--- config.mk ---
export PLATFORM = sky130hd
export DESIGN_NAME = word_cache
export DESIGN_NICKNAME = d
export VERILOG_FILES = /design/src/rtl/word_cache.sv
export SDC_FILE = /design/constraint.sdc
export NUM_CORES = 1
export LEC_CHECK = 0
export ABC_CLOCK_PERIOD_IN_PS = 6900
export CAP_MARGIN = 20
export CORE_UTILIZATION = 60
export DETAILED_ROUTE_END_ITERATION = 10
export GPL_TIMING_DRIVEN = 0
export PLACE_DENSITY = 0.83
export RECOVER_POWER = 25
export SLEW_MARGIN = 5
export SYNTH_ARGS = -nofsm -noshare
export SYNTH_HDL_FRONTEND = slang
export SYNTH_SLANG_ARGS = --single-unit
export TNS_END_PERCENT = 100
--- constraint.sdc ---
create_clock -name clk -period 6.9 [get_ports clk]
set_input_delay 1.725 -clock clk [delete_from_list [all_inputs] [get_ports clk]]
set_output_delay 1.725 -clock clk [all_outputs]
set_load 0.02 [all_outputs]
--- src/rtl/word_cache.sv ---
`default_nettype none
// ============================================================================
// Module   : word_cache
// Purpose  : Direct-mapped, read-only word cache. A hit is answered on the
//            next cycle, so back-to-back hits return one word per cycle. A
//            miss requests the whole line from backing memory, writes it into
//            the selected line, and returns the requested word on the cycle
//            after fill_ack.
// Ports    : clk, rst           - clock, synchronous active-high reset
//            rd_valid/rd_ready  - read request handshake, rd_addr word address
//            rd_data/_valid/hit - registered response, rd_hit=0 when filled
//            fill_req/fill_addr - line fill request to memory, {tag,index}
//            fill_ack/fill_data - fill completion and line contents
//            inv                - invalidate all lines (ignored while filling)
//            hit_cnt/miss_cnt   - saturating hit and miss counters
// Revision : 1.0 - initial release
// ============================================================================
module word_cache #(
  parameter int WORD_W     = 3,
  parameter int LINE_WORDS = 8,
  parameter int LINES      = 4,
  parameter int MEM_ADDR_W = 6,
  parameter int LINE_W     = WORD_W * LINE_WORDS,
  parameter int OFF_W      = $clog2(LINE_WORDS),
  parameter int IDX_W      = $clog2(LINES),
  parameter int TAG_W      = MEM_ADDR_W - OFF_W - IDX_W
) (
  input  logic                        clk,
  input  logic                        rst,
  input  logic                        rd_valid,
  output logic                        rd_ready,
  input  logic [MEM_ADDR_W-1:0]       rd_addr,
  output logic [WORD_W-1:0]           rd_data,
  output logic                        rd_data_valid,
  output logic                        rd_hit,
  output logic                        fill_req,
  output logic [MEM_ADDR_W-OFF_W-1:0] fill_addr,
  input  logic                        fill_ack,
  input  logic [LINE_W-1:0]           fill_data,
  input  logic                        inv,
  output logic [15:0]                 hit_cnt,
  output logic [15:0]                 miss_cnt
);

  localparam logic [0:0] IDLE = 1'b0;
  localparam logic [0:0] FILL = 1'b1;

  logic [0:0]        r_state;

  // Line storage. Only the valid bits are reset; tag/data are never
  // consulted while their valid bit is clear.
  logic [LINES-1:0]  r_valid;
  logic [TAG_W-1:0]  r_tag  [LINES];
  logic [LINE_W-1:0] r_data [LINES];

  // Request fields captured at the accepted miss.
  logic [OFF_W-1:0]  r_miss_off;
  logic [IDX_W-1:0]  r_miss_idx;
  logic [TAG_W-1:0]  r_miss_tag;

  logic [OFF_W-1:0]  w_off;
  logic [IDX_W-1:0]  w_idx;
  logic [TAG_W-1:0]  w_tag;
  logic              w_accept;
  logic              w_hit;
  logic              w_fill_done;
  logic [LINE_W-1:0] w_line;
  logic [WORD_W-1:0] w_hit_words  [LINE_WORDS];
  logic [WORD_W-1:0] w_fill_words [LINE_WORDS];

  assign w_off = rd_addr[OFF_W-1:0];
  assign w_idx = rd_addr[OFF_W +: IDX_W];
  assign w_tag = rd_addr[MEM_ADDR_W-1 -: TAG_W];

  // inv takes priority over a pending request.
  assign rd_ready    = (r_state == IDLE) && !inv;
  assign w_accept    = rd_valid && rd_ready;
  assign w_hit       = r_valid[w_idx] && (r_tag[w_idx] == w_tag);
  assign w_fill_done = (r_state == FILL) && fill_ack;
  assign w_line      = r_data[w_idx];

  // Split the resident line and the incoming fill line into words.
  generate
    for (genvar k = 0; k < LINE_WORDS; k++) begin : g_word
      assign w_hit_words[k]  = w_line[k*WORD_W +: WORD_W];
      assign w_fill_words[k] = fill_data[k*WORD_W +: WORD_W];
    end
  endgenerate

  // Control, valid bits, response and counters.
  always_ff @(posedge clk) begin
    if (rst) begin
      r_state       <= IDLE;
      r_valid       <= '0;
      rd_data_valid <= 1'b0;
      rd_hit        <= 1'b0;
      rd_data       <= '0;
      fill_req      <= 1'b0;
      fill_addr     <= '0;
      hit_cnt       <= 16'd0;
      miss_cnt      <= 16'd0;
    end else begin
      rd_data_valid <= 1'b0;
      case (r_state)
        IDLE: begin
          if (inv) begin
            r_valid <= '0;
          end else if (w_accept) begin
            if (w_hit) begin
              rd_data_valid <= 1'b1;
              rd_hit        <= 1'b1;
              rd_data       <= w_hit_words[w_off];
              if (hit_cnt != 16'hFFFF) hit_cnt <= hit_cnt + 16'd1;
            end else begin
              r_state   <= FILL;
              fill_req  <= 1'b1;
              fill_addr <= {w_tag, w_idx};
              if (miss_cnt != 16'hFFFF) miss_cnt <= miss_cnt + 16'd1;
            end
          end
        end
        FILL: begin
          if (fill_ack) begin
            r_state             <= IDLE;
            fill_req            <= 1'b0;
            r_valid[r_miss_idx] <= 1'b1;
            rd_data_valid       <= 1'b1;
            rd_hit              <= 1'b0;
            // Answer straight from the incoming line, not the array.
            rd_data             <= w_fill_words[r_miss_off];
          end
        end
        default: r_state <= IDLE;
      endcase
    end
  end

  // Tag/data storage and miss fields; no reset needed. The !rst gate keeps
  // a fill abandoned by reset from touching the array.
  always_ff @(posedge clk) begin
    if (!rst && w_fill_done) begin
      r_tag[r_miss_idx]  <= r_miss_tag;
      r_data[r_miss_idx] <= fill_data;
    end
    if (w_accept && !w_hit) begin
      r_miss_off <= w_off;
      r_miss_idx <= w_idx;
      r_miss_tag <= w_tag;
    end
  end

endmodule
`default_nettype wire

==> impl_metrics.csv <==
group,metric,value,unit
routing,antenna_left,0,
hold_path,holdPathStages,2,
floorplan,pin_count,77,
worst_setup_path,timing.rr.end,"r_data[0][11]",
routing,wirelength,14700,um
clock_tree,cts_made_buffers,17,
routing,first_pass_iters,5,
clock_tree,post_cts_buffers,0,
routing,wl_per_cell,21.1,um
yosys,synth_top_area_share,48.7,%
finish,fin_nets,586,
finish,utilization,78.2,%
pwr,p_switching,0.433,mW
grt,grt_max_degree,17,
finish,design_area,0.00818,mm2
clock_tree,clock_latency,530,ps
clock_tree,cts.sinks,152,
worst_setup_path,startpoint_type,"input pin",
floorplan,coreArea,0.0105,mm2
worst_setup_path,cp_num_buf_inv,2,
grt,grt_use_total,28.3,%
finish,drive_gt1_share,18.5,%
worst_setup_path,crit_chain,"clkdlybuf4s50_1 -> nor2_1 -> clkdlybuf4s50_1",
floorplan,initial_core_util,62.5,%
hold_path,hp-class,"reg2reg",
clock_tree,cts_hold_buf,0,
routing,vias_per_cell,6.11,
yosys,synthTopCellsByArea,"edfxtp_1 49%, dfxtp_1 14%, mux4_2 6.2%",
pwr,p_clk_share,46.0,%
grt,grt_overflow,0,
place,place_area,0.00758,mm2
hold_path,hp-start,"rd_hit",
place,gp_congestion,0.813,
yosys,asyncSetResetFlopFracSynth,0,%
yosys,yosysSeqAreaShare,62.8,%
place,dp_cells,666,
floorplan,die_w,106,um
yosys,synth_edf_count,106,
worst_setup_path,max_stage_delay,640,ps
sta,layout_min_cycle_time,4790,ps
sta,finalHoldViolCount,0,
clock_tree,cts-root-buf,"clkbuf_8",
worst_setup_path,cp.required,5180,ps
worst_setup_path,cp_max_fo,2,
worst_setup_path,arrival,3070,ps
place,place_hpwl,9930,um
worst_setup_path,reg2reg_slack,4570,ps
pwr,swShare,21.1,%
pwr,p_int,1.62,mW
sta,slew_violations,0,
sta,max_freq,209,MHz
worst_setup_path,reg2reg_depth,5,
routing,route.detailed.drc,0,
pwr,comb_power_share,5.9,%
sta,worst_clock_skew,8.58,ps
finish,diodes,0,
worst_setup_path,critPathSlowestCell,"clkdlybuf4s50_1",
yosys,synth.distinct_cells,55,
yosys,syn-cell-area,0.00654,mm2
pwr,irDropWorstVdd,0.312,mV
sta,whs,467,ps
routing,vias,4268,
pwr,p_seq_share,48.1,%
floorplan,dieArea,0.0113,mm2
clock_tree,cts_resized,0,
finish,finalNonFillerCells,698,
pwr,total_power,2.05,mW
pwr,leakagePower,2.68,nW
hold_path,holdPathEnd,"rd_hit",
worst_setup_path,path_common_cell,"clkdlybuf4s50_1",
worst_setup_path,crit_path_end_kind,"output port",
grt,grt_pass1_wl,23200,um
flow_run,drv_cap,0,
floorplan,fp-row-count,37,
yosys,synth-main-ff-cell,"edfxtp_1",
yosys,syn-num-nets,481,
yosys,yosysMostFrequentCell,"edfxtp_1",
yosys,synth_area_per_cell,14.7,um2
grt,antenna_found_initial,0,
clock_tree,cts_tree,"built",
yosys,synthTopCellsByCount,"106 x edfxtp_1, 46 x dfxtp_1, 43 x nor2_1",
place,port_buffers,76,
status,status,"finished clean",
floorplan,die_y,106,um
routing,drtIter0Drc,294,
yosys,ys_warn_count,0,
clock_tree,cts_max_level,4,
yosys,synthCells,444,
worst_setup_path,crit_type,"in2out",
grt,grt_pass1_vias,4345,
place,pre_cts_ws,2120,ps
finish,areaGrowthSynthToFinish,25.1,%
sta,setup_tns,0,ps
sta,fin_ws,2110,ps
sta,tightest_slew,1020,ps
sta,rsz0062_at_grt,"no",
yosys,synth_top_area_cell,"edfxtp_1",
worst_setup_path,critical_path.top_delay_family,"buffers and inverters",
sta,period_share,69.4,%
sta,setup_viol,0,
worst_setup_path,r2r-start,"r_state",
clock_tree,ctsLongestPathBuffers,2,
sta,max_slew_margin,31.3,%
clock_tree,clk_pin_slew_worst_paths,60,ps
yosys,synth-seq-cells,152,
pwr,cellPowerDensity,251,mW/mm2
==> worst max-delay path by stage <==
| stage | startpoint | to | cells past startpoint |
|---|---|---|---|
| 6_report | inv | rd_ready | 3 |
| 5_1_grt | inv | rd_ready | 3 |
| 4_1_cts | inv | rd_ready | 3 |
| 3_5_place_dp | inv | rd_ready | 3 |
| 3_3_place_gp | fill_ack | r_data[2][2] | 4 |
| 2_1_floorplan | fill_ack | r_data[2][0] | 3 |
==> cell usage in the layout (no fill, tap or decap), types with 3 or more instances in the layout <==
master,netlist,layout
nand2_1,34,34
bufinv_16,0,4
buf_2,6,6
buf_4,3,9
xor2_1,8,8
nor3b_1,3,3
buf_6,5,9
and4_1,3,3
mux2_2,3,3
o21a_1,4,4
nand4_1,10,10
mux4_2,18,18
xnor2_1,22,22
clkinv_2,0,4
mux4_1,12,12
inv_1,4,4
nand2b_1,4,4
clkbuf_16,0,16
a21oi_1,12,12
clkinvlp_4,0,3
mux2i_1,5,5
nor2_1,43,43
nor3_2,3,5
dfxtp_1,46,46
nor4_2,8,9
dlygate4sd3_1,0,20
edfxtp_1,106,106
clkbuf_1,8,8
nor4_1,4,3
o21ai_0,4,4
and3_1,7,7
nor4b_2,2,3
nor3_1,7,5
clkdlybuf4s50_1,0,56
nand3_1,12,12
==> cell type report <==
cell class,instances,area (um2)
Buffer,24,163
Clock buffer,17,414
Clock inverter,15,184
Fill cell,644,2280
Inverter,6,22.5
Multi-Input combinational cell,262,2270
Sequential cell,152,4100
Tap cell,136,170
Timing Repair Buffer,86,851
==> routing by layer <==
layer	wire, um	GRT usage [%]	vias up	share of wire, %
met5	0	0	-	0
met4	460	13.5	0	3.1
met3	909	6.13	39	6.2
met2	7560	48.5	208	51
met1	5770	34.1	2106	39
li1	-	-	1915	-
==> flip-flops by register name, indices dropped and copies added, names as in the netlist <==
register and count:
r_data 96, r_valid 4, r_miss_idx 2, rd_data 3, r_miss_tag 1, r_tag 4, r_miss_off 3, hit_cnt 16
r_state 1, rd_data_valid 1, rd_hit 1, fill_req 1, fill_addr 3, miss_cnt 16
==> power groups by stage <==
| stage | logic, mW | registers [mW] | clock network (mW) |
|---|---|---|---|
| 2_1_floorplan | 0.0618 | 1.01 | 0 |
| 3_3_place_gp | 0.116 | 1.01 | 0 |
| 3_5_place_dp | 0.121 | 1.01 | 0 |
| 4_1_cts | 0.123 | 0.988 | 0.947 |
| 5_1_grt | 0.130 | 0.988 | 0.986 |
| 6_report | 0.121 | 0.988 | 0.943 |
==> worst register-to-register path: stages (launching register included) <==
cell,delay [ps]
dfxtp_1,330
buf_6,140
nand2_1,110
clkbuf_1,290
nor4_2,840
buf_4,330
==> cells by family (layout without fill, tap and decap cells) <==
logic type,count (synthesis),in the layout,synth area share (%)
AO/OA/AOI/OAI,36,36,3.88
XOR/XNOR,30,30,4.02
adder cells (fa/ha/maj),2,2,0.383
buffers and inverters,30,148,2.83
flip-flops,152,152,62.8
multiplexers,39,39,12.5
AND/OR/NAND/NOR,155,155,13.6
No activity file was read; power rests on OpenSTA's default activity.
